### src/rtl/i2c_slave_regs.sv
// I2C target with a 256-byte register window behind a simple synchronous
// register port. The first written byte sets the pointer, later bytes write
// registers, and reads stream from the pointer. SCL is never stretched.
//
// state       | meaning
// ------------+-----------------------------------------------------------
// ST_IDLE     | bus free, SDA released, waiting for START
// ST_ADDR     | shifting in the address byte
// ST_ADDR_ACK | driving ACK for our address
// ST_WR_BYTE  | shifting in a pointer/data byte from the master
// ST_WR_ACK   | driving ACK for a received byte
// ST_RD_BYTE  | driving a register byte MSB first
// ST_RD_ACK   | released, sampling the master's ACK/NACK
// ST_IGNORE   | not addressed or read finished; wait for START/STOP
`timescale 1ns/1ps
module i2c_slave_regs #(
    parameter logic [6:0] I2C_ADDRESS = 7'h2D,
    parameter int         SYNC_STAGES = 2
) (
    input  logic       clk,
    input  logic       rst_n,
    input  logic       i2c_scl_in,
    input  logic       i2c_sda_in,
    output logic       i2c_sda_drive_n,
    output logic [7:0] reg_addr,
    output logic [7:0] reg_wdata,
    output logic       reg_we,
    output logic       reg_rd,
    input  logic [7:0] reg_rdata,
    output logic       busy,
    output logic       stop_seen
);

    typedef enum logic [2:0] {
        ST_IDLE,
        ST_ADDR,
        ST_ADDR_ACK,
        ST_WR_BYTE,
        ST_WR_ACK,
        ST_RD_BYTE,
        ST_RD_ACK,
        ST_IGNORE
    } state_t;

    logic [SYNC_STAGES-1:0] scl_sync;
    logic [SYNC_STAGES-1:0] sda_sync;
    logic                   scl_prev;
    logic                   sda_prev;
    logic                   scl_s;
    logic                   sda_s;
    logic                   scl_rise;
    logic                   scl_fall;
    logic                   start_det;
    logic                   stop_det;

    state_t     state_q, state_d;
    logic [3:0] bit_cnt_q, bit_cnt_d;
    logic [7:0] shift_q, shift_d;
    logic       rw_q, rw_d;
    logic       first_byte_q, first_byte_d;
    logic       ack_q, ack_d;
    logic       sda_n_q, sda_n_d;
    logic [7:0] addr_q, addr_d;
    logic [7:0] wdata_q, wdata_d;
    logic       we_q, we_d;
    logic       rd_q, rd_d;
    logic       busy_q, busy_d;
    logic       stop_q, stop_d;
    logic       inc_q, inc_d;

    // Synchronize the bus lines; idle bus level is high, so reset to 1.
    always_ff @(posedge clk or negedge rst_n) begin
        if (!rst_n) begin
            scl_sync <= '1;
            sda_sync <= '1;
            scl_prev <= 1'b1;
            sda_prev <= 1'b1;
        end else begin
            scl_sync <= {scl_sync[SYNC_STAGES-2:0], i2c_scl_in};
            sda_sync <= {sda_sync[SYNC_STAGES-2:0], i2c_sda_in};
            scl_prev <= scl_sync[SYNC_STAGES-1];
            sda_prev <= sda_sync[SYNC_STAGES-1];
        end
    end

    assign scl_s     = scl_sync[SYNC_STAGES-1];
    assign sda_s     = sda_sync[SYNC_STAGES-1];
    assign scl_rise  = scl_s & ~scl_prev;
    assign scl_fall  = ~scl_s & scl_prev;
    assign start_det = scl_s & sda_prev & ~sda_s;
    assign stop_det  = scl_s & ~sda_prev & sda_s;

    // State and datapath registers.
    always_ff @(posedge clk or negedge rst_n) begin
        if (!rst_n) begin
            state_q      <= ST_IDLE;
            bit_cnt_q    <= 4'd0;
            shift_q      <= 8'h00;
            rw_q         <= 1'b0;
            first_byte_q <= 1'b0;
            ack_q        <= 1'b0;
            sda_n_q      <= 1'b1;
            addr_q       <= 8'h00;
            wdata_q      <= 8'h00;
            we_q         <= 1'b0;
            rd_q         <= 1'b0;
            busy_q       <= 1'b0;
            stop_q       <= 1'b0;
            inc_q        <= 1'b0;
        end else begin
            state_q      <= state_d;
            bit_cnt_q    <= bit_cnt_d;
            shift_q      <= shift_d;
            rw_q         <= rw_d;
            first_byte_q <= first_byte_d;
            ack_q        <= ack_d;
            sda_n_q      <= sda_n_d;
            addr_q       <= addr_d;
            wdata_q      <= wdata_d;
            we_q         <= we_d;
            rd_q         <= rd_d;
            busy_q       <= busy_d;
            stop_q       <= stop_d;
            inc_q        <= inc_d;
        end
    end

    // Next-state logic; START/STOP take priority over every state.
    always_comb begin
        state_d      = state_q;
        bit_cnt_d    = bit_cnt_q;
        shift_d      = shift_q;
        rw_d         = rw_q;
        first_byte_d = first_byte_q;
        ack_d        = ack_q;
        sda_n_d      = sda_n_q;
        addr_d       = addr_q;
        wdata_d      = wdata_q;
        we_d         = 1'b0;
        rd_d         = 1'b0;
        busy_d       = busy_q;
        stop_d       = 1'b0;
        inc_d        = 1'b0;

        // Pointer advances the cycle after a register write strobe.
        if (inc_q) begin
            addr_d = addr_q + 8'd1;
        end

        if (stop_det) begin
            state_d = ST_IDLE;
            sda_n_d = 1'b1;
            busy_d  = 1'b0;
            stop_d  = 1'b1;
        end else if (start_det) begin
            state_d   = ST_ADDR;
            bit_cnt_d = 4'd0;
            sda_n_d   = 1'b1;
        end else begin
            case (state_q)
                ST_ADDR: begin
                    if (scl_rise) begin
                        shift_d   = {shift_q[6:0], sda_s};
                        bit_cnt_d = bit_cnt_q + 4'd1;
                    end else if (scl_fall && bit_cnt_q == 4'd8) begin
                        if (shift_q[7:1] == I2C_ADDRESS) begin
                            sda_n_d      = 1'b0;
                            state_d      = ST_ADDR_ACK;
                            busy_d       = 1'b1;
                            rw_d         = shift_q[0];
                            first_byte_d = 1'b0;
                        end else begin
                            state_d = ST_IGNORE;
                            busy_d  = 1'b0;
                        end
                    end
                end
                ST_ADDR_ACK: begin
                    if (scl_rise && rw_q) begin
                        rd_d = 1'b1;
                    end else if (scl_fall) begin
                        bit_cnt_d = 4'd0;
                        if (rw_q) begin
                            shift_d = reg_rdata;
                            sda_n_d = reg_rdata[7];
                            state_d = ST_RD_BYTE;
                        end else begin
                            sda_n_d = 1'b1;
                            state_d = ST_WR_BYTE;
                        end
                    end
                end
                ST_WR_BYTE: begin
                    if (scl_rise) begin
                        shift_d   = {shift_q[6:0], sda_s};
                        bit_cnt_d = bit_cnt_q + 4'd1;
                    end else if (scl_fall && bit_cnt_q == 4'd8) begin
                        sda_n_d = 1'b0;
                        state_d = ST_WR_ACK;
                        if (!first_byte_q) begin
                            addr_d       = shift_q;
                            first_byte_d = 1'b1;
                        end else begin
                            wdata_d = shift_q;
                            we_d    = 1'b1;
                            inc_d   = 1'b1;
                        end
                    end
                end
                ST_WR_ACK: begin
                    if (scl_fall) begin
                        sda_n_d   = 1'b1;
                        bit_cnt_d = 4'd0;
                        state_d   = ST_WR_BYTE;
                    end
                end
                ST_RD_BYTE: begin
                    if (scl_fall) begin
                        if (bit_cnt_q == 4'd7) begin
                            sda_n_d = 1'b1;
                            addr_d  = addr_q + 8'd1;
                            ack_d   = 1'b0;
                            state_d = ST_RD_ACK;
                        end else begin
                            shift_d   = {shift_q[6:0], 1'b0};
                            sda_n_d   = shift_q[6];
                            bit_cnt_d = bit_cnt_q + 4'd1;
                        end
                    end
                end
                ST_RD_ACK: begin
                    if (scl_rise) begin
                        if (!sda_s) begin
                            rd_d  = 1'b1;
                            ack_d = 1'b1;
                        end else begin
                            state_d = ST_IGNORE;
                            busy_d  = 1'b0;
                        end
                    end else if (scl_fall && ack_q) begin
                        shift_d   = reg_rdata;
                        sda_n_d   = reg_rdata[7];
                        bit_cnt_d = 4'd0;
                        state_d   = ST_RD_BYTE;
                    end
                end
                default: begin
                    sda_n_d = 1'b1;
                end
            endcase
        end
    end

    assign i2c_sda_drive_n = sda_n_q;
    assign reg_addr        = addr_q;
    assign reg_wdata       = wdata_q;
    assign reg_we          = we_q;
    assign reg_rd          = rd_q;
    assign busy            = busy_q;
    assign stop_seen       = stop_q;

endmodule
### config.mk
export PLATFORM = sky130hd
export DESIGN_NAME = i2c_slave_regs
export DESIGN_NICKNAME = d
export VERILOG_FILES = /design/src/rtl/i2c_slave_regs.sv
export SDC_FILE = /design/constraint.sdc
export NUM_CORES = 1
export LEC_CHECK = 0
export BUFFER_PORTS_ARGS = -buffer_cell sky130_fd_sc_hd__buf_2
export CORE_MARGIN = 5
export CORE_UTILIZATION = 30
export DETAILED_ROUTE_END_ITERATION = 8
export PLACE_DENSITY = 0.53
export SLEW_MARGIN = 20
export SYNTH_ARGS = -nofsm -noshare
export SYNTH_HDL_FRONTEND = slang
export SYNTH_SLANG_ARGS = --single-unit
### constraint.sdc
create_clock -name clk -period 4.8 [get_ports clk]
set_input_delay 0.72 -clock clk [delete_from_list [all_inputs] [get_ports clk]]
set_output_delay 0.72 -clock clk [all_outputs]
set_load 0.02 [all_outputs]
Word-level counts from Yosys, hierarchy flattened
Cells that the tools add are included.

storage, ports and cells
  register bits = 45
  latch bits = 0
  RAM bits = 0
  bits in read-only memories = 0
  input bits = 12
  output and inout port bits = 21
  memories = 0

cells by class
  add/sub/neg operators = 2
  multiply operators = 0
  div/mod/pow operators = 0
  order comparisons = 0
  equal/unequal tests = 50
  shift-type cells = 0
  mux-type cells = 89
  bitwise gates (word level) = 13
  reduce and logical (&&, ||, !) cells = 19

operator list
  kind                                           count
  2-to-1 mux 8 bit                               16
  2-to-1 mux 3 bit                               16
  inequality test 4 bit, second input constant   12
  2-to-1 mux 1 bit                               40
  2-to-1 mux 4 bit                               8
  case mux 8 bit (4 select lines)                1
  inequality test 2 bit, second input constant   15
  inequality test 3 bit, second input constant   9
  AND reduction 11 bit                           2
  case mux 4 bit (5 select lines)                1
  case mux 3 bit (6 select lines)                1
  AND reduction 6 bit                            3
  case mux 8 bit (2 select lines)                1
  AND reduction 8 bit                            2
  AND reduction 12 bit                           1
  inequality test 5 bit, second input constant   2
  == test 3 bit, second input constant           3
  adder 8 x 1 -> 8 bit, second input constant    1
  case mux 1 bit (2 select lines)                4
  nonzero test 8 bit                             1
  == test 7 x 6 -> 1 bit, second input constant  1
  NOT 1 bit                                      7
  AND reduction 7 bit                            1
  AND 1 bit                                      6
  other kinds (14)                               19

Longest topological paths before layout
  depth in word-level cells = 8
  mapped depth = 8
  mapped depth without buffers = 8

Worst setup path before layout
OpenSTA, ideal clock, no wires.

  kind = reg2reg
  start point = reg scl_prev
  end point = reg bit_cnt_q[2]
  library setup time = 126 ps
  data arrival time = 1779 ps
  data required time = 4674 ps
  setup slack = 2895 ps
  cell stages (with the launch flop) = 7
  buffers on the path = 0
  path through = dfstp_2 -> and2b_2 -> a21o_2 -> and3_4 -> a31oi_1 -> or3_4 -> a221o_1

on the way
  word-level cells in the longest chain between the ends = 5
  elaborated cells between the ends (all ways) = 15

RTL lines
  what                                                                      line    text
  start: declaration                                                        47      logic scl_prev;
  start signal: assignment                                                  81      scl_prev <= scl_sync[SYNC_STAGES-1];
  AND 1 bit or NOT 1 bit (tied branches)                                    89, 88
  2-to-1 mux 4 bit or AND 1 bit (tied branches)                             --
  2-to-1 mux 4 bit or logical AND 1 bit (tied branches)                     --
  case mux 4 bit (5 select lines) or inequality test 3 bit (tied branches)  --
  2-to-1 mux 4 bit or AND reduction 8 bit (tied branches)                   --
  end signal: assignment                                                    112     bit_cnt_q <= bit_cnt_d;
  end: declaration                                                          57      logic [3:0] bit_cnt_q, bit_cnt_d;

Several ways; a longest one is shown, not always the timed one. The select of a mux whose other input is x is not followed.
A chain may end at the register's enable or synchronous reset.

Worst setup path after layout
  start point = reg state_q[1]
  end point = reg bit_cnt_q[2]

on the way
  word-level cells in the longest chain between the ends = 4
  elaborated cells between the ends (all ways) = 17

RTL lines
  what                                                                           line  text
  start: declaration                                                             56    state_t state_q, state_d;
  start signal: assignment                                                       111   state_q <= state_d;
  == test 3 x 2 -> 1 bit or == test 3 x 1 -> 1 bit (tied branches)               160   case (state_q)
  OR reduction 2 bit (no source line)                                            --
  inequality test 3 x 1 -> 1 bit (no source line), or another cell as far along  --
  AND reduction 8 bit (no source line) or 2-to-1 mux 4 bit (tied branches)       --

Several ways; a longest one is shown, not always the timed one.

==> metrics.txt <==
status=finished, final reports clean; post-DR wirelength/cell=15.9 um; gr usage total=12.6%; clock net sink count=45; Netlist Area Pre-Place=2650 um2; Post-DP Area=2870 um2; critical-path cell list=nand2_1, nand2_1, nor4b_1, or3_4, a221o_1; IO Port Bufs=32; HPWL Detailed=4780 um; Die ar.=10800 um2; CTS tree=built; post-route worst setup slack=2.46 ns; Initial Util=30.6%; Pwr Total=1.51 mW; Final ANT Viol Nets=0; Design Area, Final=2990 um2; pwr/cell area=506 nW/um2; hold path startpoint=sda_sync[0]; worst vdd rail ir drop=0.360 mV; crit path launch type=flop; CP dominant cell by count=nand2_1; num rows=34; CTS root buffer=clkbuf_8; CP max-delay cell=dfrtp_1; CP required=4.99 ns; Total Neg Setup Slack=0 ns; DR pass1 iterations=4; FILL cells=918; Core Footprint=8680 um2; post-CTS setup buffers=0; Worst Hold Class=flop to flop; clock skew=0.0146 ns; Synth Warn #=0; initial DRC count=150; Post-synth top flop=dfrtp_1; placed cell count=414; Final Non-Filler Cells=422; worst stage delay on the critical path=0.60 ns; DR DRC count=0; final hold vios=0; vias per inst=5.25; area delta synth->final=12.8%; Worst Hold Endpoint=sda_sync[1]; R2R setup slack=2.46 ns; RSZ-0062 raised after global routing=no; Num CTS Buffers=5; Die W=104 um; post-synthesis register bit count=45; largest net degree at the start of global routing=46; post-synth cell types=53; number of global-route vias before repair=2144; Die Ht=104 um; nets=328; worst skew pair latency=0.31 ns; Place WS=2.48 ns; diode count=0; kind of critical path=flop to flop; EDFF count, synth=0; simple-gate share of the synthesized area=21.1%; first-pass GRT wire length=11400 um; XOR/XNOR share of the synthesized area=3.96%; r2r endpoint=bit_cnt_q[2]; RR Startpoint=state_q[1]; final hold slack=0.359 ns; post-cts sizing count=0; Vias=2216; Tmin final=2.34 ns; initial antenna violation count=0; Crit. End Element=flop; Worst Reg-to-Reg Cells=5; area fraction in compound gates after synthesis=17.8%; Adder-Cell Fraction of Synth Area=1.42%; Max Slew Vio Count=0; asr flop ratio synth=100%; final WL=6710 um; Syn Area/Cell=9.17 um2; buffer depth of the longest clock path=2; Worst EP arrival=2.53 ns; largest family of logic cells by synthesized area=simple AND/OR/NAND/NOR gates; I/O pin cnt=33; Seq/Total Area, Yosys=42.8%; share of cells above drive strength 1=21.3%; hold buffer count at CTS=0; max frequency=428 MHz; Syn Inst Count=289; H-tree levels=2; CP startpoint=state_q[1]; Slew headroom=56.1%; final core utilization=34.5%; final setup violating endpoints=0; Worst-Margin Slew=0.655 ns; final RePlAce weighted congestion=0.873; Hold Path Stages=0; syn nets=304; clk slew on worst S/H paths=0.08 ns; max_cap viols=0; crit path max fanout=21; total grt overflow=0; mux cell area share after synthesis=8.82%; Final Cycle Share=48.7%; leakage=1.35 nW
critical path, delay by kind of cell, from the launching register on:
kind | cells | cell delay, ns
compound gates | 1 | 0.35
flops | 1 | 0.60
simple gates | 4 | 1.27
logic make-up after synthesis:
kind of cell | count (synthesis)
simple gates | 107
compound gates | 76
flops | 45
buf+inv | 24
mux | 22
xor+xnor | 12
fa+ha+maj | 3
synthesized netlist by cell type, drive strengths merged, types with 3 or more instances:
cell type	n	area [um2]
a211oi	3	22.5
a21o	4	31.3
a21oi	13	65.1
buf	8	47.5
clkbuf	7	26.3
dfrtp	38	951
dfstp	7	184
ha	3	37.5
inv	9	33.8
mux2	11	124
mux2i	11	110
nand2	37	139
nand2b	6	37.5
nand3	8	40.0
nand3b	4	30.0
nand4	6	37.5
nor2	18	67.6
nor3	4	20.0
nor3b	5	37.5
o211ai	5	37.5
o21ai	29	145
o22ai	5	31.3
or2	3	18.8
or3	3	23.8
xnor2	3	26.3
xor2	9	78.8
flip-flops by register name, indices dropped and copies added, names as in the netlist, 2 cells and up:
| signal | flops |
|---|---|
| state_q | 3 |
| reg_addr | 8 |
| shift_q | 8 |
| scl_sync | 2 |
| sda_sync | 2 |
| reg_wdata | 8 |
| bit_cnt_q | 4 |
how the worst max path moves through the flow:
stage,slack (ns),end,depth (start not counted)
floorplan,2.90,bit_cnt_q[2],6
global placement,2.52,reg_wdata[2],5
detailed placement,2.48,bit_cnt_q[2],5
CTS,2.47,bit_cnt_q[2],5
global route,2.35,bit_cnt_q[2],5
finish,2.46,bit_cnt_q[2],5
cells in the final DEF, fill, tap and decap left out, types with 6 or more instances in the layout:
cell type and count:
dfrtp_1 38, nand3_1 8, nand2_1 37, inv_1 8, buf_2 31, nor2_1 18
o21ai_0 29, mux2_2 11, mux2i_1 11, dfstp_2 7, nand2b_1 6, a21oi_1 13
xor2_1 9, nand4_1 6
report_power, final:
group / internal, mW / leakage (nW) / total, mW / switching [mW]
sequential: 0.471 / 0.576 / 0.632 / 0.161
combinational: 0.251 / 0.721 / 0.585 / 0.334
clock: 0.156 / 0.0543 / 0.296 / 0.140
total: 0.878 / 1.35 / 1.51 / 0.635
layer usage:
layer  wire, um  share of wire [%]  global-route usage, %
met1       3350                 50                   18.8
met2       3060                 46                   18.6
met3        196                2.9                   1.68
met4        105                1.6                   4.44
met5          0                  0                      0
area by class of cell:
class                   instances  area [um2]  share of cell area [%]
clock inverters                 3        46.3                    1.55
well taps                     108         135                    4.52
repair buffers                 32         163                    5.44
flip-flops and latches         45        1130                    37.9
inverters                       9        33.8                    1.13
multi-input cells             220        1410                    47.1
clock buffers                   5        68.8                    2.30
Power figures use the tool's default switching activity.
